`src/rtl/compuertas_pkg.sv`:
```
// rtl/compuertas_pkg.sv - shared constants and state encoding for the compuertas self-test sequencer
package compuertas_pkg;
    localparam int NUM_COMBOS = 8;
    localparam int IDX_W      = 3;

    typedef logic [2:0] state_t;
    localparam state_t IDLE    = 3'd0;
    localparam state_t APPLY   = 3'd1;
    localparam state_t SETTLE  = 3'd2;
    localparam state_t CAPTURE = 3'd3;
    localparam state_t DONE    = 3'd4;

    // Truth tables of the gate block: S1 = A&B&C, S2 = A|B|C, bit i = combo i
    localparam logic [NUM_COMBOS-1:0] DEF_EXP_S1 = 8'h80;
    localparam logic [NUM_COMBOS-1:0] DEF_EXP_S2 = 8'hFE;
endpackage

```
`src/rtl/settle_timer.sv`:
```
// rtl/settle_timer.sv - loadable down-counter timing the settle wait after each applied combo
module settle_timer #(
    parameter int SETTLE_CYCLES = 2
) (
    input  logic clk,
    input  logic rst,
    input  logic load,
    output logic expired
);
    localparam int W = (SETTLE_CYCLES < 2) ? 1 : $clog2(SETTLE_CYCLES + 1);
    // Loaded with N-1 so the last of N settle cycles is the one that sees zero
    localparam logic [W-1:0] LOAD_VAL = (SETTLE_CYCLES == 0) ? W'(0) : W'(SETTLE_CYCLES - 1);

    logic [W-1:0] cnt;

    always_ff @(posedge clk) begin
        if (rst) begin
            cnt <= '0;
        end else if (load) begin
            cnt <= LOAD_VAL;
        end else if (cnt != '0) begin
            cnt <= cnt - W'(1);
        end
    end

    assign expired = (cnt == '0);
endmodule

```
`src/rtl/compuertas_sequencer.sv`:
```
// rtl/compuertas_sequencer.sv - sweeps all A/B/C combos into compuertas and checks S1/S2
module compuertas_sequencer
    import compuertas_pkg::*;
#(
    parameter int                    SETTLE_CYCLES = 2,
    parameter logic [NUM_COMBOS-1:0] EXP_S1        = DEF_EXP_S1,
    parameter logic [NUM_COMBOS-1:0] EXP_S2        = DEF_EXP_S2
) (
    input  logic                  clk,
    input  logic                  rst,
    input  logic                  start,
    input  logic                  abort,
    input  logic                  s1_in,
    input  logic                  s2_in,
    output logic                  a_out,
    output logic                  b_out,
    output logic                  c_out,
    output logic                  busy,
    output logic                  done,
    output logic                  pass,
    output logic [3:0]            err_count,
    output logic [IDX_W-1:0]      fail_idx,
    output logic [NUM_COMBOS-1:0] res_s1,
    output logic [NUM_COMBOS-1:0] res_s2
);
    state_t           state;
    state_t           next_state;
    logic [IDX_W-1:0] idx;
    logic             timer_load;
    logic             timer_expired;
    logic             mismatch;

    settle_timer #(.SETTLE_CYCLES(SETTLE_CYCLES)) u_settle_timer (
        .clk     (clk),
        .rst     (rst),
        .load    (timer_load),
        .expired (timer_expired)
    );

    always_ff @(posedge clk) begin
        if (rst) begin
            state <= IDLE;
        end else begin
            state <= next_state;
        end
    end

    always_comb begin
        next_state = state;
        case (state)
            IDLE:    if (start) next_state = APPLY;
            APPLY:   next_state = (SETTLE_CYCLES == 0) ? CAPTURE : SETTLE;
            SETTLE:  if (timer_expired) next_state = CAPTURE;
            CAPTURE: next_state = (idx == IDX_W'(NUM_COMBOS - 1)) ? DONE : APPLY;
            DONE:    next_state = IDLE;
            default: next_state = IDLE;
        endcase
        // Abort overrides everything, including a start seen in IDLE
        if (abort) next_state = IDLE;
    end

    always_comb begin
        busy       = 1'b0;
        done       = 1'b0;
        timer_load = 1'b0;
        case (state)
            APPLY: begin
                busy       = 1'b1;
                timer_load = 1'b1;
            end
            SETTLE, CAPTURE: busy = 1'b1;
            DONE:            done = 1'b1;
            default:         ;
        endcase
        {a_out, b_out, c_out} = busy ? idx : 3'd0;
    end

    assign mismatch = (s1_in != EXP_S1[idx]) || (s2_in != EXP_S2[idx]);

    always_ff @(posedge clk) begin
        if (rst) begin
            idx       <= '0;
            pass      <= 1'b0;
            err_count <= '0;
            fail_idx  <= '0;
            res_s1    <= '0;
            res_s2    <= '0;
        end else begin
            case (state)
                IDLE: begin
                    if (start && !abort) begin
                        idx       <= '0;
                        pass      <= 1'b0;
                        err_count <= '0;
                        fail_idx  <= '0;
                        res_s1    <= '0;
                        res_s2    <= '0;
                    end
                end
                CAPTURE: begin
                    if (!abort) begin
                        res_s1[idx] <= s1_in;
                        res_s2[idx] <= s2_in;
                        if (mismatch) begin
                            if (err_count == 4'd0) fail_idx <= idx;
                            if (err_count != 4'(NUM_COMBOS)) err_count <= err_count + 4'd1;
                        end
                        idx <= idx + IDX_W'(1);
                    end
                end
                DONE:    pass <= (err_count == 4'd0);
                default: ;
            endcase
            if (abort && state != IDLE) pass <= 1'b0;
        end
    end
endmodule

```
`config.mk`:
```
export PLATFORM = sky130hd
export DESIGN_NAME = compuertas_sequencer
export DESIGN_NICKNAME = d
export VERILOG_FILES = /design/src/rtl/compuertas_pkg.sv /design/src/rtl/settle_timer.sv /design/src/rtl/compuertas_sequencer.sv
export SDC_FILE = /design/constraint.sdc
export NUM_CORES = 1
export LEC_CHECK = 0
export ABC_AREA = 1
export CORE_MARGIN = 4
export CORE_UTILIZATION = 44
export CTS_CLUSTER_DIAMETER = 40
export DETAILED_ROUTE_END_ITERATION = 10
export PLACE_DENSITY = 0.7
export SYNTH_ARGS = -nofsm -noshare
export SYNTH_HDL_FRONTEND = slang
export SYNTH_HIERARCHICAL = 1
export SYNTH_SLANG_ARGS = --single-unit
```
`constraint.sdc`:
```
create_clock -name clk -period 2.8 [get_ports clk]
set_input_delay 0.56 -clock clk [delete_from_list [all_inputs] [get_ports clk]]
set_output_delay 0.56 -clock clk [all_outputs]
set_load 0.01 [all_outputs]
```
**Word-level counts from Yosys, hierarchy flattened**

Memory sizes are Yosys's and may differ from the RTL's. A register that Yosys moved wholly into a read port is not among the register bits.
Index checks and enable logic that the tools add are counted.

- Bits in read-only memories: 16
- Output and inout port bits: 29
- Memories: 2
- Logic and storage cells: 92
- Register bits: 32

- Add/subtract/negate cells: 3
- Order comparisons: 2
- Mux-type cells: 39
- Equal/unequal tests: 15
- Reduce and logical (&&, ||, !) cells: 22

Memory list:

| memory | words | bits a word | read ports | clocked after Yosys merged registers in | write ports | line | RTL |
|---|---|---|---|---|---|---|---|
| (name not given) | 8 | 1 | 1 | 1 | 0 | compuertas_sequencer.sv:78 | `assign mismatch = (s1_in != EXP_S1[idx]) \|\| (s2_in != EXP_S2[idx]);` |
| (name not given) | 8 | 1 | 1 | 1 | 0 | compuertas_sequencer.sv:78 |  |

Operator list:

| kind | count |
|---|---|
| $mux W3 | 13 |
| $pmux W8 S2 | 2 |
| $mux W8 | 3 |
| $bwmux W8 | 2 |
| $mux W4 | 4 |
| $ne A2 B2 Y1 const B | 7 |
| $pmux W3 S2 | 2 |
| $pmux W3 S4 | 1 |
| $reduce_and A5 Y1 | 2 |
| $mux W1 | 9 |
| $pmux W4 S2 | 1 |
| $reduce_bool A2 Y1 | 4 |
| $eq A3 B2 Y1 const B | 2 |
| $eq A3 B3 Y1 const B | 2 |
| $reduce_or A2 Y1 | 3 |
| $add A4 B1 Y4 const B | 1 |
| $logic_not A4 Y1 | 1 |
| $lt A3 B4 Y1 const B | 1 |
| $ne A4 B4 Y1 const B | 1 |
| $reduce_and A2 Y1 | 2 |
| $add A3 B1 Y3 const B | 1 |
| $demux W1 S3 | 1 |
| $eq A3 B1 Y1 const B | 1 |
| $ge A3 B1 Y1 const B | 1 |
| other kinds (11) | 14 |

**Depth between registers and ports, before layout**

Gate-level depths: netlist (run 1).

- Word-level depth: 7
- Depth in mapped cells: 9
- Mapped depth without buffers: 9

**By module**

The synthesis (run 1) kept the hierarchy.

Modules (own cells, without submodules):

| module | sequential area each (um^2) | cells each | area each (um^2) | times used |
|---|---|---|---|---|
| compuertas_sequencer | 640.6 | 223 | 1,596.5 | 1 |
| settle_timer | 40.0 | 18 | 120.1 | 1 |

**Worst setup path after synthesis (run 1)**

OpenSTA, ideal clock, no wires.

- Path type: flip-flop to output port
- Start: register state[1]
- End: output a_out
- Path slack: 1,302 ps
- Arrival: 938 ps
- Buffers on the path: 0
- Cell stages (with the launch flop): 5
- Cell sequence: dfxtp_1 -> nor2_2 -> nor2_1 -> inv_1 -> nor2_1

- Word-level cells in the longest chain between the ends: 4

RTL lines:

| what | line | RTL |
|---|---|---|
| start: declaration | compuertas_sequencer.sv:26 | `state_t state;` |
| start signal: assignment | compuertas_sequencer.sv:44 | `state <= next_state;` |
| $eq A3 B2 Y1 or $eq A3 B1 Y1 (tied branches) | compuertas_sequencer.sv:66 | `case (state)` |
| $reduce_or A3 Y1 (no line) * | - |  |
| $mux W1 * | compuertas_sequencer.sv:66 |  |
| named net busy | compuertas_sequencer.sv:18 | `output logic busy,` |
| $mux W3 * | compuertas_sequencer.sv:75 | `{a_out, b_out, c_out} = busy ? idx : 3'd0;` |
| end: declaration | compuertas_sequencer.sv:15 | `output logic a_out,` |

The timed path passes the listed nets; every way through them passes the cells marked *.

**Worst setup path after layout (run 1)**

- Start: register state[1]
- End: output b_out

- Word-level cells in the longest chain between the ends: 4

RTL lines:

| what | line | RTL |
|---|---|---|
| $eq A3 B2 Y1 or $eq A3 B1 Y1 (tied branches) | compuertas_sequencer.sv:66 |  |
| $reduce_or A3 Y1 (no line) * | - |  |
| $mux W1 * | compuertas_sequencer.sv:66 |  |
| $mux W3 * | compuertas_sequencer.sv:75 |  |
| end: declaration | compuertas_sequencer.sv:16 | `output logic b_out,` |

Every way passes the cells marked *; elsewhere a longest branch is shown, timed or not.

==> results of run 1 <==
sequential cells by signal, indices dropped and copies added (netlist names), named ones only:
name / cells
pass: 1
res_s1: 8
fail_idx: 3
u_settle_timer/cnt: 2
res_s2: 8
state: 3
err_count: 4
idx: 3
cell usage after synthesis (all sizes together):
cell type	n
nor2	25
a21oi	24
xnor2	1
nand2	51
inv	30
nor3	11
nand3	15
o21ai	10
xor2	1
buf	8
clkinv	1
clkbuf	2
a31oi	1
ha	6
nand4	20
a211oi	1
dfxtp	34
final timing paths:
check,from,endpoint
setup / recovery,state[1],b_out
hold / removal,res_s2[4],res_s2[4]
setup reg to reg,state[1],err_count[0]
hold reg to reg,res_s2[4],res_s2[4]
per-layer routing:
layer  share of wire  global-route usage  routed length (µm)  up-vias
met1            0.49              0.2033                1819      732
met2            0.46              0.2464                1722       32
met4           0.012             0.06596                  44        0
li1                -                   -                   -      862
met5               0                   0                   0        -
met3           0.038             0.03597                 143        5
area by class of cell:
type,instances,area (µm²)
multi-input cells,166,852.1
flip-flops and latches,34,680.7
clock buffers,6,82.58
repair buffers,36,355.3
clock inverters,2,12.51
fillers,374,1556
inverters,31,116.4
well taps,48,60.06
metrics by stage:
step | util | instance area [µm²] | worst slack, ns
final | 0.5811 | 2160 | 0.5290
after global routing | 0.5811 | 2160 | 0.4080
after CTS | 0.5811 | 2160 | 0.5139
after detailed placement | 0.5556 | 2064 | 0.6533
after global placement | 0.5556 | 2064 | 0.7022
after floorplan | - | 1717 | 1.302
critical path: cells and delay by family (launching register included):
kind,cells,cell delay (ns)
buffers and inverters,2,0.67
DFF,1,0.41
and+or+nand+nor,3,0.35
power breakdown:
group	total (W)	switching, W	internal (W)
clock network	0.000377	0.000180	0.000198
logic	0.000149	0.0000903	0.0000587
registers	0.000508	0.00000941	0.000499
total	0.00103	0.000279	0.000755
cells by family after synthesis:
| family | share of synthesized area |
|---|---|
| DFF | 0.3965 |
| buffers and inverters | 0.1071 |
| and+or+nand+nor | 0.3353 |
| AOI/OAI and AO/OA | 0.1071 |
| adders and majority gates | 0.04373 |
| xor gates and xnor gates | 0.01021 |
==> results.md, run 1 <==
- The run finished with clean final reports.
- The first detailed-routing pass took 4 iterations.
- The post-route clock period utilization is 0.8111.
- For this run, design rule violations remaining after detail routing come to 0.
- The number of register bits inferred by synthesis is 34.
- The tree built by TritonCTS fans out to 34 sinks.
- Including well taps, the total number of placed cells is 315.
- The final count of hold timing violations is 0.
- The portion of synthesized cell area occupied by the leading cell type is 0.3965.
- For this configuration, the core starts out at a cell density of 0.4620.
- In this run the count of I/O pins placed on the die edge is 35.
- The critical path in this run is classified as flip-flop to primary output.
- The via total after detailed routing is 1631.
- The total CTS buffers is 5.
- The mean post-synth cell area is 7.123 µm².
- The antenna diode count is 0.
- Yosys mapped the design onto 26 distinct sky130hd cell types.
- The final layout contains routed wiring with a total length of 3730 µm.
- In the layout the commonest cells are 47 x sky130_fd_sc_hd__nand2_1, 34 x sky130_fd_sc_hd__dfxtp_1, 34 x sky130_fd_sc_hd__clkdlybuf4s50_1, 28 x sky130_fd_sc_hd__inv_1, 24 x sky130_fd_sc_hd__a21oi_1.
- Measured against its own limit, the worst slew margin works out to 0.6511.
- In this run the cell area of the synthesized design comes to 1717 µm².
- The most common cell after layout, fill and taps aside is sky130_fd_sc_hd__nand2_1.
- Across all register-to-register paths, the minimum setup slack is 0.88 ns.
- On the worst path, the slowest cell contributes a delay of 0.56 ns.
- For the worst flop-to-flop path, the logic depth is 7.
- The peak supply drop is 0.0002452 V.
- The number of nets produced by synthesis is 253.
- The per-cell routed wire length is 11.55 µm.
- The routed design could run at a clock period as short as 2.271 ns.
- The final HPWL from detailed placement is 2707 µm.
- The data required time at the worst endpoint is 2.24 ns.
- The leakage power total is 0.8445 nW.
- After clock tree synthesis, the repair step resized 0 gates.
- The initialized floorplan defines 22 standard-cell rows.
- The data arrival time of the critical path is 1.71 ns.
- Counting stages on the worst path, the most repeated cell is sky130_fd_sc_hd__nor2_1.
- The area growth from synthesis to layout is 25.80%.
- Ranked by total cell area, the synthesized netlist is headed by sky130_fd_sc_hd__dfxtp_1 40%, sky130_fd_sc_hd__nand2_1 10%, sky130_fd_sc_hd__nand4_1 7.3%, sky130_fd_sc_hd__a21oi_1 7.0%, sky130_fd_sc_hd__inv_1 6.1%.
- The worst setup path is launched from a flip-flop.
- The initial antenna violation count is 0.
- The initial detailed-routing violation count is 120.
- In this run the standard cell core region covers 3716 µm².
- The floorplan step defined a die boundary enclosing 4965 µm².
- Between clock sinks in the finished design, the worst skew comes to 0.005337 ns.
- The die boundary height is 70.46 µm.
- The number of max-cap violations is 0.
- The number of global-route vias before repair is 1470.
- The post-CTS setup repair buffer count is 0.
- At the pin with the least slew margin, the transition time is 0.5221 ns.
- The count of cells in the finished layout, fillers not included, comes to 323.
- The number of endpoints failing setup at the final stage is 0.
- The number of nets still failing antenna checks after routing is 0.
- Dividing the detail-routed via count by the number of cells gives 5.050.
- The yosys synthesis warning count is 6.
- The net count reported at finish is 286.
- The power density over cell area is 479.1 nW/µm².
- Counting along the longest clock path gives a buffer depth of 2.
- The fraction of final layout cells with drive strength greater than 1 is 0.07273.
- Traced cell by cell, the critical path runs through nor2_2 > nor2_1 > inv_1 > nor2_1 > clkdlybuf4s50_1.
- The share of the Yosys chip area taken by registers is 0.3965.
- The cell at the root of the clock tree is sky130_fd_sc_hd__clkbuf_8.
- Of all cell types, the one taking the most synthesized area is sky130_fd_sc_hd__dfxtp_1.
- At the later pin of the worst-skew pair, clock insertion delay measures 0.28 ns.
- For this run, the total global-route usage over all layers was measured as 0.1563.
- The width of the chip is 70.46 µm.
- Summed over all layers, the global routing overflow is 0.
- Setup repair after global routing left no endpoint under its margin.
- The largest fanout on the critical path is 6.
- The first-pass GRT wire length is 6430 µm.
- Hold timing on the final database bottoms out at a slack of 0.4626 ns.
- The sum of negative setup slack is 0 ns.
- The clock slew at the register clock pins of the worst setup and hold paths is 0.07 ns.
- The number of H-tree branching levels is 2.
- The kind of capture point of the worst setup path is a primary output.
- Routability-driven placement finished with a final weighted congestion of 0.7559.
- For this design, the slowest cell found on the critical path is sky130_fd_sc_hd__clkdlybuf4s50_1.
- The peak clock frequency supported by timing is 440.3 MHz.
- Buffers placed on the I/O ports in this run total 34.
- The TritonCTS clock tree is built.
- Synthesis handed over a netlist of 241 instances.
- The worst hold-check path type is flip-flop to flip-flop.
- The number of buffers added to fix hold violations after cts is 0.
- The maximum number of pins on one net before global-route repair is 34.
- The design draws 0.001035 W.
- The final count of pins violating max slew was 0.
- The worst hold path passes through 2 cells.
(Power assumes the default switching activity.)
==> run 2: changes to the inputs <==
==> constraint.sdc (replaced) <==
create_clock -name clk -period 2.25 [get_ports clk]
set_input_delay 0.45 -clock clk [delete_from_list [all_inputs] [get_ports clk]]
set_output_delay 0.45 -clock clk [all_outputs]
set_load 0.01 [all_outputs]
==> run 2 against run 1 <==
Effect of this change:
- worst hold slack lost 0.0012 ns
- largest cell class unchanged
- sequential power increased by 25%
- global-route usage increased by 0.76 points
- via count up 1.5%
- clock skew about the same
- sequential cell count did not move
- critical path depth stayed put
- wire length up 4.0%
- cell count up 0.62%
- design area increased by 1.9%
- total power increased by 35%
==> results.md, run 2 (synthesis gave the netlist of run 1 again) <==
- The power density over cell area is 633.7 nW/µm² (+32%).
- The buffer and inverter count on the worst path came to 2 (unchanged).
- The final standard cell utilization of the core is 0.5919 (+0.01077).
- The net count reported at finish was 289 (+1.0%).
- The largest fanout on the critical path is 6 (unchanged).
- The overall die area came to 4965 µm² (unchanged).
- The antenna diode count came to 0 (unchanged).
- The maximum clock skew at final layout is 0.005640 ns (+0.0003029 ns).
- The placer's final routability congestion estimate is 0.8054 (+6.5%).
- The total of fill cells in the finished design is 353 (-5.6%).
- The fraction of final layout cells with drive strength greater than 1 is 0.07942 (+0.006695).
- The root buffer cell chosen for the clock tree is sky130_fd_sc_hd__clkbuf_8.
- TritonCTS built the clock tree.
- The post-layout instance count excluding filler cells is 325 (+0.62%).
- The sequential cell area was 680.7 µm² (unchanged).
- The number of H-tree branching levels is 2 (unchanged).
- The number of gates resized after cts is 0 (unchanged).
- The peak supply drop is 0.0002901 V (+18%).
- Setup repair after global routing left no endpoint under its margin.
- The final count of hold timing violations came to 0 (unchanged).
- STA classifies the critical path startpoint as a flip-flop.
- The family of cells with the greatest summed delay on the critical path is buffers and inverters.
- The area of the multi-input gates was 852.1 µm² (unchanged).
- The final HPWL from detailed placement is 2855 µm (+5.5%).
- The maximum number of pins on one net before global-route repair was 34 (unchanged).
- The post-CTS setup repair buffer count came to 0 (unchanged).
- The placed instance count is 318 (+0.95%).
- The insertion delay to the later sink of the worst-skew pair is 0.29 ns (about the same).
- The worst hold-check path type is flip-flop to flip-flop.
- The via total after detailed routing is 1656 (+1.5%).
- The tightest slew margin relative to the limit was 0.7577 (+0.1066).
- The post-route clock period utilization is 0.9537.
- The largest stage delay on the critical path is 0.55 ns (about the same).
- The total iterations of the first detailed-routing run came to 4 (unchanged).
- The final count of pins violating max slew is 0 (unchanged).
- The total number of clock tree sinks is 34 (unchanged).
- The run finished with clean final reports.
- The signal on the critical path passes through nor2_2 > nor2_1 > inv_1 > nor2_1 > clkdlybuf4s50_1.
- The minimum period implied by the final worst setup slack is 2.146 ns.
- The width of the chip is 70.46 µm (unchanged).
- The sum of routed wire length over all layers is 3879 µm (+4.0%).
- The cell type with the highest occurrence count on the critical path is sky130_fd_sc_hd__nor2_1.
- The number of ports placed on the die boundary was 35 (unchanged).
- The data required time at the worst endpoint is 1.80 ns (-0.44 ns).
- The number of endpoints failing setup at the final stage came to 0 (unchanged).
- The via count normalized by instance count is 5.095 (+0.91%).
- The clock slew at the register clock pins of the worst setup and hold paths is 0.07 ns (about the same).
- The number of I/O port buffers is 34 (unchanged).
- The total CTS buffers is 5 (unchanged).
- The initial antenna violation count is 0 (unchanged).
- The data arrival time of the critical path is 1.70 ns (about the same).
- The per-cell routed wire length is 11.94 µm (+3.4%).
- The sum of negative setup slack is 0 ns (unchanged).
- The leakage power total was 0.8696 nW (+3.0%).
- The peak clock frequency supported by timing is 466.0 MHz.
- The remaining global-route overflow is 0 (unchanged).
- The first-pass GRT wire length is 6506 µm (+1.2%).
- The initial core utilization is 0.4620 (unchanged).
- The type of the worst setup path is flip-flop to primary output.
- The initial detailed-routing violation count came to 131 (+9.2%).
- The slowest cell on the critical path is sky130_fd_sc_hd__clkdlybuf4s50_1.
- The number of buffers added to fix hold violations after cts is 0 (unchanged).
- The number of max-cap violations is 0 (unchanged).
- The overall track demand over capacity in global routing is 0.1640 (+0.007640).
- The largest registers in the layout are res_s1 x8, res_s2 x8, err_count x4.
- The most common cell after layout, fill and taps aside is sky130_fd_sc_hd__nand2_1.
- The number of buffers on the longest clock path is 2 (unchanged).
- The core area was 3716 µm² (unchanged).
- The measured slew at the worst slew-check pin was 0.3607 ns (-0.1614 ns).
- The area growth from synthesis to layout is 28.13%.
- The number of nets still failing antenna checks after routing is 0 (unchanged).
- The post-detailed-route DRC marker count is 0 (unchanged).
- The number of placement rows is 22 (unchanged).
- The number of global-route vias before repair is 1505 (+2.4%).
- The die boundary height is 70.46 µm (unchanged).
- The kind of capture point of the worst setup path is a primary output.
- In the layout the commonest cells are 47 x sky130_fd_sc_hd__nand2_1, 34 x sky130_fd_sc_hd__dfxtp_1, 34 x sky130_fd_sc_hd__clkdlybuf4s50_1, 28 x sky130_fd_sc_hd__inv_1, 24 x sky130_fd_sc_hd__a21oi_1.
## run 2: cell count changes in the layout (fill, tap and decap cells not counted), sizes merged
cell / previous run / this run
buf: 2 / 5
bufinv: 0 / 1
clkinv: 2 / 1
clkinvlp: 1 / 0
## run 2: report_power, final
group          switching (W)  internal, W
combinational       0.000114    0.0000750
clock               0.000218     0.000354
sequential         0.0000115     0.000621
## run 2: tightest hold or removal path, delay by kind of cell (launching register included)
kind	cells	cell delay, ns
AOI/OAI and AO/OA	1	0.05
DFF	1	0.31
and+or+nand+nor	1	0.06
## run 2: routing by layer
metal  vias up  GRT usage  wire length (µm)
met4         0    0.06383                21
met3         2    0.04173               163
li1        870          -                 -
met2        27     0.2838              1908
met5         -          0                 0
met1       757     0.1917              1785
## run 2: path summary, 6_finish.rpt
kind	startpoint	end	slack [ns]	depth (start not counted)
hold reg to reg	res_s1[5]	res_s1[5]	0.46	2
hold / removal	res_s1[5]	res_s1[5]	0.46	2
setup reg to reg	state[1]	err_count[0]	0.61	8
setup / recovery	state[1]	c_out	0.10	5
## run 2: cell type report
cell class	instances	area share
multi-input cells	166	0.3874
flip-flops and latches	34	0.3094
repair buffers	39	0.1718
well taps	48	0.02730
clock inverters	1	0.01365
inverters	31	0.05290
clock buffers	6	0.03754
## run 2: through the flow
step           hold WS [ns]  setup WS [ns]  power (W)  area (µm²)
3_3_place_gp         0.4520         0.2937  0.0008286        2087
5_1_grt              0.4790        0.02497   0.001457        2200
4_1_cts              0.4646        0.09936   0.001407        2200
2_1_floorplan        0.4544         0.8615  0.0007865        1717
3_5_place_dp         0.4541         0.2391  0.0008356        2087
6_report             0.4614         0.1041   0.001394        2200
==> run 3: changes to the inputs <==
--- a/config.mk
+++ b/config.mk
@@ -7,10 +7,11 @@
 export LEC_CHECK = 0
 export ABC_AREA = 1
 export CORE_MARGIN = 4
-export CORE_UTILIZATION = 44
+export CORE_UTILIZATION = 50
 export CTS_CLUSTER_DIAMETER = 40
+export CTS_CLUSTER_SIZE = 28
 export DETAILED_ROUTE_END_ITERATION = 10
-export PLACE_DENSITY = 0.7
+export PLACE_DENSITY = 0.78
 export SYNTH_ARGS = -nofsm -noshare
 export SYNTH_HDL_FRONTEND = slang
 export SYNTH_HIERARCHICAL = 1
==> run 3 against run 2 <==
Effect of this change:
- first-iteration DRC count down 27%
- wire length fell by 4.5%
- worst hold slack improved by 0.0037 ns
- design area is 0.34% higher
- cell count fell by 0.31%
- largest cell class unchanged
- highest routed layer unchanged
==> results.md, run 3 (synthesis gave the netlist of run 1 again) <==
- The run finished with clean final reports.
- The number of ports placed on the die boundary came to 35 (unchanged).
- The number of H-tree branching levels came to 2 (unchanged).
- The remaining global-route overflow was 0 (unchanged).
- The cell at the root of the clock tree is sky130_fd_sc_hd__clkbuf_4.
- The largest registers in the layout are res_s1 x8, res_s2 x8, err_count x4.
- STA classifies the critical path startpoint as a flip-flop.
- The final count of pins violating max slew was 0 (unchanged).
- TritonCTS built the clock tree.
- The via count normalized by instance count is 4.981 (-2.2%).
- The cell area after placement is 2085 µm² (-0.12%).
- The total CTS buffers is 5 (unchanged).
- The critical path in this run is classified as flip-flop to primary output.
- The area of the multi-input gates was 852.1 µm² (unchanged).
- The core area came to 3337 µm² (-10%).
- The via total after detailed routing is 1614 (-2.5%).
- The initial detailed-routing violation count came to 95 (-27%).
- The insertion delay to the later sink of the worst-skew pair is 0.33 ns (+0.04 ns).
- The peak supply drop was 0.0004479 V (+54%).
- The placer's final routability congestion estimate came to 0.8051 (about the same).
- The number of buffers on the longest clock path is 2 (unchanged).
- The largest fanout on the critical path came to 6 (unchanged).
- The minimum period implied by the final worst setup slack is 2.067 ns (-0.07904 ns).
- The post-CTS setup repair buffer count is 0 (unchanged).
- The antenna diode count is 0 (unchanged).
- The final count of hold timing violations is 0 (unchanged).
- The total iterations of the first detailed-routing run is 4 (unchanged).
- Setup repair after global routing left no endpoint under its margin.
- The most common cell after layout, fill and taps aside is sky130_fd_sc_hd__nand2_1.
- The sum of routed wire length over all layers came to 3706 µm (-4.5%).
- The width of the chip came to 66.60 µm (-5.5%).
- The total of fill cells in the finished design is 293 (-17%).
- The overall die area was 4435 µm² (-11%).
- The cell count of the worst reg-to-reg path is 8 (unchanged).
- The post-place setup slack is 0.2256 ns (-0.01350 ns).
- The maximum clock skew at final layout was 0.009292 ns (+0.003652 ns).
- The kind of capture point of the worst setup path is a primary output.
- Compared with the post-synthesis result, the final layout area differs by 28.57%.
- Leaving out fill and tap cells, the most frequent cells in the layout are 47 x sky130_fd_sc_hd__nand2_1, 31 x sky130_fd_sc_hd__dfxtp_1, 31 x sky130_fd_sc_hd__clkdlybuf4s50_1, 28 x sky130_fd_sc_hd__inv_1, 24 x sky130_fd_sc_hd__a21oi_1.
- The internal reg-to-reg setup slack came to 0.65 ns (+0.04 ns).
- The measured slew at the worst slew-check pin is 0.3608 ns (+0.0001013 ns).
- The post-detailed-route DRC marker count was 0 (unchanged).
- The sequential cell area is 684.4 µm² (+0.55%).
- The startpoint identified for the worst register-to-register timing path is state[1].
- The final design instance area without fill is 2207 µm² (+0.34%).
- The first-pass GRT wire length is 6216 µm (-4.5%).
- The number of global-route vias before repair is 1445 (-4.0%).
- The data arrival time of the critical path was 1.62 ns (-0.08 ns).
- The fraction of final layout cells with drive strength greater than 1 came to 0.09353 (+0.01410).
- The maximum number of pins on one net before global-route repair is 34 (unchanged).
- The die boundary height is 66.60 µm (-5.5%).
- The number of placement rows is 21 (-4.5%).
- The tightest slew margin relative to the limit is 0.7576 (about the same).
- The worst reg2reg path endpoint is err_count[3].
- The leakage power total is 0.9285 nW (+6.8%).
- The final HPWL from detailed placement is 2743 µm (-3.9%).
- The tightest min-delay check is of the flip-flop to flip-flop type.
- The number of max-cap violations is 0 (unchanged).
- The net count reported at finish is 289 (unchanged).
- The initial core utilization is 0.5144 (+0.05248).
- The number of buffers added to fix hold violations after cts is 0 (unchanged).
- The initial antenna violation count is 0 (unchanged).
- The clock slew at the register clock pins of the worst setup and hold paths is 0.10 ns (+0.03 ns).
- The data required time at the worst endpoint was 1.80 ns (about the same).
- The number of instances on the worst hold path came to 2 (unchanged).
- Following the worst setup path forward leads to its endpoint at done.
- The total number of clock tree sinks is 34 (unchanged).
- The worst setup margin is 0.1831 ns (+0.07904 ns).
- The critical path launch point is state[0].
- The overall track demand over capacity in global routing is 0.1818 (+0.01780).
- The sum of negative setup slack is 0 ns (unchanged).
- The overall power of the completed layout is 0.001401 W (+0.47%).
- The number of endpoints failing setup at the final stage is 0 (unchanged).
- The power density over cell area is 634.6 nW/µm² (+0.13%).
- The number of nets still failing antenna checks after routing is 0 (unchanged).
- The post-route clock period utilization is 0.9186 (-0.03513).
- The per-cell routed wire length is 11.44 µm (-4.2%).
- The peak clock frequency supported by timing is 483.8 MHz (+3.8%).
- The number of I/O port buffers is 34 (unchanged).
## run 3: cell types whose count changed in the layout (fill, tap and decap cells not counted)
cell	previous run	this run
sky130_fd_sc_hd__dfxtp_1	34	31
sky130_fd_sc_hd__dlymetal6s2s_1	0	3
sky130_fd_sc_hd__clkdlybuf4s50_1	34	31
sky130_fd_sc_hd__clkbuf_8	6	1
sky130_fd_sc_hd__bufinv_16	1	2
sky130_fd_sc_hd__clkbuf_4	0	5
sky130_fd_sc_hd__dfxtp_2	0	3
## run 3: layout make-up
class	instances	area share
Clock inverter	2	0.02721
Sequential cell	34	0.3101
Multi-Input combinational cell	166	0.3861
Timing Repair Buffer	39	0.1746
Clock buffer	6	0.02324
Inverter	31	0.05272
Tap cell	46	0.02608
## run 3: worst min-delay path by stage
stage	startpoint	to
global route	fail_idx[2]	fail_idx[2]
detailed placement	fail_idx[2]	fail_idx[2]
global placement	res_s2[7]	res_s2[7]
CTS	fail_idx[2]	fail_idx[2]
floorplan	u_settle_timer/cnt[1]	u_settle_timer/cnt[1]
finish	fail_idx[2]	fail_idx[2]
## run 3: worst max-delay path: stages, from the launching register on
cell and delay (ns):
sky130_fd_sc_hd__dfxtp_2 0.35, sky130_fd_sc_hd__nor2_2 0.22, sky130_fd_sc_hd__nand2_1 0.08, sky130_fd_sc_hd__inv_1 0.09, sky130_fd_sc_hd__clkdlybuf4s50_1 0.54
## run 3: report_power, final
part	total [W]	switching [W]	internal, W
Sequential	0.000633	0.0000117	0.000621
Combinational	0.000188	0.000112	0.0000754
Clock	0.000580	0.000204	0.000376
Total	0.00140	0.000328	0.00107
## run 3: through the flow
stage	hold WS, ns	utilization	std cells
after global placement	0.4520	0.6247	316
after CTS	0.4691	0.6584	324
after global routing	0.4821	0.6614	324
after detailed placement	0.4527	0.6247	316
after floorplan	0.4544	-	241
final	0.4651	0.6614	324
## run 3: timing repair
item,4_1_cts,5_1_grt
gates resized for setup,1,5
endpoints found under the setup margin,1,3
pin swaps,0,0
## run 3: per-layer routing
metal	global-route usage	vias to the layer above	wire, µm
met5	0	-	0
met4	0.07614	0	73
met3	0.03541	7	147
met2	0.3144	34	1766
met1	0.2174	703	1719
li1	-	870	-
